**src/rtl/regfile_param_init_if.sv**
```systemverilog
`default_nettype none
// ============================================================================
// Module      : regfile_param_init_if
// Description : Register-file access bundle: two read indices, one write
//               index/data/enable, two read data returns and the Ready flag.
//               master = datapath side driving indices/data,
//               slave  = register file side returning read data and Ready.
// Revision    : 1.0 - initial release
// ============================================================================
interface regfile_param_init_if #(
  parameter int XLEN  = 64,
  parameter int NREGS = 32
);
  localparam int ADDR_W = $clog2(NREGS);

  logic [ADDR_W-1:0] ReadReg1;
  logic [ADDR_W-1:0] ReadReg2;
  logic [ADDR_W-1:0] RegWrite;
  logic [XLEN-1:0]   WriteData;
  logic              WriteReg;
  logic [XLEN-1:0]   ReadData1;
  logic [XLEN-1:0]   ReadData2;
  logic              Ready;

  modport master (
    output ReadReg1, ReadReg2, RegWrite, WriteData, WriteReg,
    input  ReadData1, ReadData2, Ready
  );

  modport slave (
    input  ReadReg1, ReadReg2, RegWrite, WriteData, WriteReg,
    output ReadData1, ReadData2, Ready
  );
endinterface
`default_nettype wire

```
**src/rtl/regfile_param_init.sv**
```systemverilog
`default_nettype none
// ============================================================================
// Module      : regfile_param_init
// Description : Parametrised 2-read/1-write integer register file with an
//               after-reset init sequencer, optional hardwired x0 and
//               optional write-to-read bypass. Reads are combinational.
// Ports       : clk   - rising-edge clock
//               reset - synchronous active-high reset (restarts init)
//               bus   - regfile_param_init_if.slave: ReadReg1/2, RegWrite,
//                       WriteData, WriteReg in; ReadData1/2, Ready out
// Revision    : 1.0 - initial release
// ============================================================================
module regfile_param_init #(
  parameter int XLEN      = 64,
  parameter int NREGS     = 32,
  parameter int ZERO_REG  = 1,
  parameter int INIT_MODE = 1,
  parameter int BYPASS    = 1,
  localparam int ADDR_W   = $clog2(NREGS)
) (
  input  logic clk,
  input  logic reset,
  regfile_param_init_if.slave bus
);

  localparam logic [0:0]      c_st_init  = 1'b0;
  localparam logic [0:0]      c_st_run   = 1'b1;
  // Last index written by the init sequencer; the counter carries one extra
  // bit so it can step past the final register without wrapping to 0.
  localparam logic [ADDR_W:0] c_last_idx = (ADDR_W+1)'(NREGS-1);

  logic [0:0]        r_state;
  logic [ADDR_W:0]   r_idx;
  logic [XLEN-1:0]   r_mem [NREGS];

  logic              w_run;
  logic              w_user_we;
  logic [XLEN-1:0]   w_init_val;

  assign w_run      = (r_state == c_st_run);
  assign w_init_val = (INIT_MODE != 0) ? XLEN'(r_idx[ADDR_W-1:0]) : '0;
  // Writes to x0 are dropped when x0 is hardwired.
  assign w_user_we  = w_run && bus.WriteReg &&
                      !((ZERO_REG != 0) && (bus.RegWrite == '0));

  // --------------------------------------------------------------------------
  // Init sequencer: one register per cycle, RUN entered on the edge that
  // writes the last register.
  // --------------------------------------------------------------------------
  always_ff @(posedge clk) begin
    if (reset) begin
      r_state <= c_st_init;
      r_idx   <= '0;
    end else if (r_state == c_st_init) begin
      r_idx <= r_idx + (ADDR_W+1)'(1);
      if (r_idx == c_last_idx) begin
        r_state <= c_st_run;
      end
    end
  end

  // --------------------------------------------------------------------------
  // Storage: no reset on the array itself; contents are defined by the init
  // sequence. Reset blocks every write, including a concurrent user write.
  // --------------------------------------------------------------------------
  always_ff @(posedge clk) begin
    if (!reset) begin
      if (r_state == c_st_init) begin
        r_mem[r_idx[ADDR_W-1:0]] <= w_init_val;
      end else if (w_user_we) begin
        r_mem[bus.RegWrite] <= bus.WriteData;
      end
    end
  end

  // --------------------------------------------------------------------------
  // Read resolution, identical for both ports. The x0 check precedes the
  // bypass so a dropped x0 write never leaks through.
  // --------------------------------------------------------------------------
  function automatic logic [XLEN-1:0] resolve_read(
    input logic              run,
    input logic [ADDR_W-1:0] raddr,
    input logic [XLEN-1:0]   stored,
    input logic              we,
    input logic [ADDR_W-1:0] waddr,
    input logic [XLEN-1:0]   wdata
  );
    logic [XLEN-1:0] result;
    result = stored;
    if (!run) begin
      result = '0;
    end else if ((ZERO_REG != 0) && (raddr == '0)) begin
      result = '0;
    end else if ((BYPASS != 0) && we && (raddr == waddr)) begin
      result = wdata;
    end
    return result;
  endfunction

  assign bus.ReadData1 = resolve_read(w_run, bus.ReadReg1, r_mem[bus.ReadReg1],
                                      bus.WriteReg, bus.RegWrite, bus.WriteData);
  assign bus.ReadData2 = resolve_read(w_run, bus.ReadReg2, r_mem[bus.ReadReg2],
                                      bus.WriteReg, bus.RegWrite, bus.WriteData);
  assign bus.Ready     = w_run;

endmodule
`default_nettype wire
```
**src/flat_wrapper.sv**
```systemverilog
// flat-port wrapper written by rule: the top's interface ports become plain ports
module regfile_param_init_flat 
#(
  parameter int XLEN      = 64,
  parameter int NREGS     = 32,
  parameter int ZERO_REG  = 1,
  parameter int INIT_MODE = 1,
  parameter int BYPASS    = 1,
  localparam int ADDR_W   = $clog2(NREGS)
)
  (clk, reset, bus_ReadReg1, bus_ReadReg2, bus_RegWrite, bus_WriteData, bus_WriteReg, bus_ReadData1, bus_ReadData2, bus_Ready);
  regfile_param_init_if #(.XLEN(XLEN), .NREGS(NREGS)) bus_i ();
  input  logic clk;
  input  logic reset;
  input wire logic [$bits(bus_i.ReadReg1)-1:0] bus_ReadReg1;
  input wire logic [$bits(bus_i.ReadReg2)-1:0] bus_ReadReg2;
  input wire logic [$bits(bus_i.RegWrite)-1:0] bus_RegWrite;
  input wire logic [$bits(bus_i.WriteData)-1:0] bus_WriteData;
  input wire logic [$bits(bus_i.WriteReg)-1:0] bus_WriteReg;
  output wire logic [$bits(bus_i.ReadData1)-1:0] bus_ReadData1;
  output wire logic [$bits(bus_i.ReadData2)-1:0] bus_ReadData2;
  output wire logic [$bits(bus_i.Ready)-1:0] bus_Ready;
  assign bus_i.ReadReg1 = bus_ReadReg1;
  assign bus_i.ReadReg2 = bus_ReadReg2;
  assign bus_i.RegWrite = bus_RegWrite;
  assign bus_i.WriteData = bus_WriteData;
  assign bus_i.WriteReg = bus_WriteReg;
  assign bus_ReadData1 = bus_i.ReadData1;
  assign bus_ReadData2 = bus_i.ReadData2;
  assign bus_Ready = bus_i.Ready;
  regfile_param_init #(.XLEN(XLEN), .NREGS(NREGS), .ZERO_REG(ZERO_REG), .INIT_MODE(INIT_MODE), .BYPASS(BYPASS)) u_core (.clk(clk), .reset(reset), .bus(bus_i));
endmodule
```
**config.mk**
```make
export PLATFORM = sky130hd
export DESIGN_NAME = regfile_param_init_flat
export DESIGN_NICKNAME = d
export VERILOG_FILES = /design/src/rtl/regfile_param_init_if.sv /design/src/rtl/regfile_param_init.sv /design/src/flat_wrapper.sv
export SDC_FILE = /design/constraint.sdc
export NUM_CORES = 2
export LEC_CHECK = 0
export BUFFER_PORTS_ARGS = -buffer_cell sky130_fd_sc_hd__buf_2
export CORE_MARGIN = 2
export CORE_UTILIZATION = 57
export DETAILED_ROUTE_END_ITERATION = 10
export GPL_ROUTABILITY_DRIVEN = 0
export PLACE_DENSITY_LB_ADDON = 0.25
export SYNTH_ARGS = -nofsm -noshare
export SYNTH_HDL_FRONTEND = slang
export SYNTH_SLANG_ARGS = --single-unit
```
**constraint.sdc**
```tcl
create_clock -name clk -period 6.4 [get_ports clk]
set_input_delay 0.64 -clock clk [delete_from_list [all_inputs] [get_ports clk]]
set_output_delay 0.64 -clock clk [all_outputs]
set_load 0.05 [all_outputs]
```
==> impl_metrics.py <==
metrics = {
    "clocking": {
        "postCtsSetupBuffers": 0,
        "clkSinkCount": 2055,
        "tritoncts": "built",
        "clk_latency_ns": 0.88,
        "cts-root-buf": "sky130_fd_sc_hd__clkbuf_16",
        "clk_pin_slew_worst_paths_ns": 0.06,
        "post_cts_resized": 0,
        "cts-htree-levels": 4,
        "holdBufCountCts": 0,
        "tritoncts.num_buffers": 205,
        "cts.path.max_buffers": 3,
    },
    "power_and_ir_drop": {
        "net_switching_share_of_the_total_power": 0.229,
        "cellInternalPower_uw": 21900,
        "combPwrFrac": 0.070,
        "worst_ir_drop_vdd_uv": 316,
        "p_sw_uw": 6520,
        "share_clk_of_total_power": 0.412,
        "power_density_nw_per_um2": 265,
        "static-leakage-power_uw": 0.0381,
        "reg_power_frac": 0.518,
    },
    "synth": {
        "post_synth_instance_area_sq_um": 97200,
        "netlist-cell-type-count": 56,
        "async_reset_ff_frac": 0,
        "syn-mean-instance-area_sq_um": 17.5,
        "synthesis.instances": 5538,
        "synth_seq_cells": 2055,
        "synth-warning-count": 0,
        "synth.net_count": 5621,
        "yosysSeqAreaShare": 0.634,
        "synth-main-ff-cell": "sky130_fd_sc_hd__edfxtp_1",
        "number_of_enable_type_register_cells_in_the_synthesized_netlist": 2048,
    },
    "floorplan": {
        "fp.coreArea_sq_um": 169000,
        "dieWidth_um": 417,
        "placement_rows": 151,
        "die_y_um": 417,
        "initial_core_utilization": 0.574,
        "top_level_ports": 211,
        "fp.dieArea_sq_um": 174000,
    },
    "run": {
        "number_of_max_cap_violations": 0,
    },
    "cells_and_area": {
        "area_growth_syn_to_layout_pct": 10.3,
        "multiInputGateArea_sq_um": 33500,
        "layout.area.seq_sq_um": 61600,
        "drive_above_1_share": 0.248,
        "finish.net_count": 5722,
        "post-route-util": 0.633,
        "layout.filler_cells": 11600,
        "final_common_cell": "sky130_fd_sc_hd__edfxtp_1",
        "mostFrequentLayoutCells": "sky130_fd_sc_hd__edfxtp_1 (2048), sky130_fd_sc_hd__mux2i_1 (822), sky130_fd_sc_hd__mux4_2 (640)",
    },
    "drt": {
        "routed_wirelength_mm": 314,
        "drt_drc_violations_left": 0,
        "postRouteAntennaNets": 0,
        "detail_route.iter0.violations": 10200,
        "detailedRoute.firstPassIterationCount": 6,
        "dr_total_vias": 62100,
        "post_drt_wl_per_cell_um": 39.1,
        "post_drt_via_cell_ratio": 7.72,
    },
    "grt": {
        "grt_max_degree": 114,
        "grt_overflow": 0,
        "number_of_global_route_vias_before_repair": 60900,
        "grt_antenna_before_repair": 14,
        "grt_first_pass_wirelength_mm": 440,
        "grtUsageTotal": 0.358,
    },
    "sta": {
        "setup_viol_count_final": 0,
        "max_freq_mhz": 197,
        "hold_viol_final": 0,
        "fin_setup_tns_ns": 0,
        "grt_setup_unrepaired": "false",
        "max_slew.worst_pin.slew_ns": 1.20,
        "finalCriticalPeriod_ns": 5.07,
        "timing.slew.headroom": 0.191,
        "layout_worst_path_cycle_share": 0.792,
        "final-max-slew-violation-count": 0,
        "timing.clock.skew_ns": 0.0248,
    },
    "status": {
        "outcome": "finished, final reports clean",
    },
    "hold_path": {
        "min_delay_worst_type": "primary input to register",
    },
    "critical_path": {
        "critPathKind": "primary input to primary output",
        "crit_required_ns": 5.76,
        "end_kind": "primary output",
        "crit_path_dat_ns": 4.43,
        "setup.worst_path.start_class": "primary input",
        "timing.critical_path.fanout_max": 57,
    },
    "placement": {
        "io_buffer_count": 210,
        "place.detailed.hpwl_mm": 169,
    },
}
power groups by stage:
stage	clock, uW	combinational [uW]	sequential [uW]
detailed placement	0	1930	15000
global route	12200	2030	14700
CTS	11700	1940	14700
floorplan	0	1300	15000
global placement	0	1920	15000
finish	11700	1990	14700
area by class of cell:
| cell class | instances | share of cell area |
|---|---|---|
| tap | 2218 | 0.0259 |
| timing repair buffer | 380 | 0.0260 |
| multi-input combinational | 2990 | 0.312 |
| inverter | 7 | 0.000257 |
| clock inverter | 115 | 0.00972 |
| antenna | 12 | 0.000280 |
| sequential | 2055 | 0.575 |
| clock buffer | 262 | 0.0501 |
flip-flops by register name, indices dropped and copies added (netlist names):
name / cells
u_core.bus.Ready: 1
u_core.r_mem: 2048
u_core.r_idx: 6
worst max-delay path: stages:
cell	delay, ns
sky130_fd_sc_hd__buf_6	0.50
sky130_fd_sc_hd__nor2b_4	0.29
sky130_fd_sc_hd__buf_4	0.45
sky130_fd_sc_hd__and2_4	0.84
sky130_fd_sc_hd__buf_4	0.49
sky130_fd_sc_hd__a221oi_1	0.16
sky130_fd_sc_hd__a31oi_1	0.54
sky130_fd_sc_hd__buf_2	0.37
layer usage:
| layer | share of wire | up-vias | global-route usage |
|---|---|---|---|
| met1 | 0.34 | 32000 | 0.478 |
| met2 | 0.46 | 5285 | 0.551 |
| met4 | 0.061 | 4 | 0.194 |
| li1 | - | 23700 | - |
| met3 | 0.14 | 1013 | 0.0840 |
| met5 | 0.000057 | - | 0 |
logic make-up after synthesis:
| family | Yosys count | share of synthesized area |
|---|---|---|
| DFF | 2055 | 0.634 |
| and+or+nand+nor | 345 | 0.0180 |
| muxes | 1554 | 0.244 |
| buffers and inverters | 493 | 0.0255 |
| xor gates and xnor gates | 15 | 0.00135 |
| adders and majority gates | 1 | 0.000129 |
| AOI/OAI and AO/OA | 1075 | 0.0769 |
cell usage after synthesis (17+ instances only):
master                     instances  area share
sky130_fd_sc_hd__edfxtp_1       2048        0.63
sky130_fd_sc_hd__mux2i_1         822       0.085
sky130_fd_sc_hd__mux2_2           92       0.011
sky130_fd_sc_hd__a22oi_1         122      0.0094
sky130_fd_sc_hd__buf_4            53      0.0041
sky130_fd_sc_hd__nor2b_1          41      0.0026
sky130_fd_sc_hd__and2_1           84      0.0054
sky130_fd_sc_hd__nand2_1         103      0.0040
sky130_fd_sc_hd__o21ai_0         216       0.011
sky130_fd_sc_hd__a211o_1          25      0.0023
sky130_fd_sc_hd__o21a_1           64      0.0049
sky130_fd_sc_hd__a22o_1           49      0.0044
sky130_fd_sc_hd__mux4_2          640        0.15
sky130_fd_sc_hd__o22ai_1         173       0.011
sky130_fd_sc_hd__buf_2           116      0.0060
sky130_fd_sc_hd__buf_1            30      0.0012
sky130_fd_sc_hd__a21oi_1          17     0.00088
sky130_fd_sc_hd__clkbuf_1        249      0.0096
sky130_fd_sc_hd__o221ai_1        133       0.012
sky130_fd_sc_hd__buf_6            37      0.0043
sky130_fd_sc_hd__a221oi_1         64      0.0058
sky130_fd_sc_hd__nand3_1          36      0.0019
sky130_fd_sc_hd__nor2_1           49      0.0019
sky130_fd_sc_hd__a31oi_1         171       0.011
path summary, 6_finish.rpt:
kind | startpoint | to | slack (ns) | cells after the start
setup / recovery | bus_ReadReg2[4] | bus_ReadData2[4] | 1.33 | 8
hold / removal | reset | u_core.r_idx[1] | 0.12 | 2
setup reg to reg | u_core.bus.Ready | u_core.r_mem[19][47] | 1.81 | 7
hold reg to reg | u_core.r_idx[5] | u_core.r_idx[5] | 0.56 | 3
metrics by stage:
stage	worst slack [ns]	cell area [sq um]	instances	power [uW]	hold slack, ns
2_1_floorplan	1.43	97200	5538	16300	0.505
3_3_place_gp	1.57	101000	7650	16900	0.525
3_5_place_dp	1.54	101000	7650	16900	0.540
4_1_cts	1.50	107000	8027	28400	0.0561
5_1_grt	1.45	107000	8029	29000	0.0931
6_report	1.33	107000	8039	28400	0.118
Power figures use the tool's default switching activity.
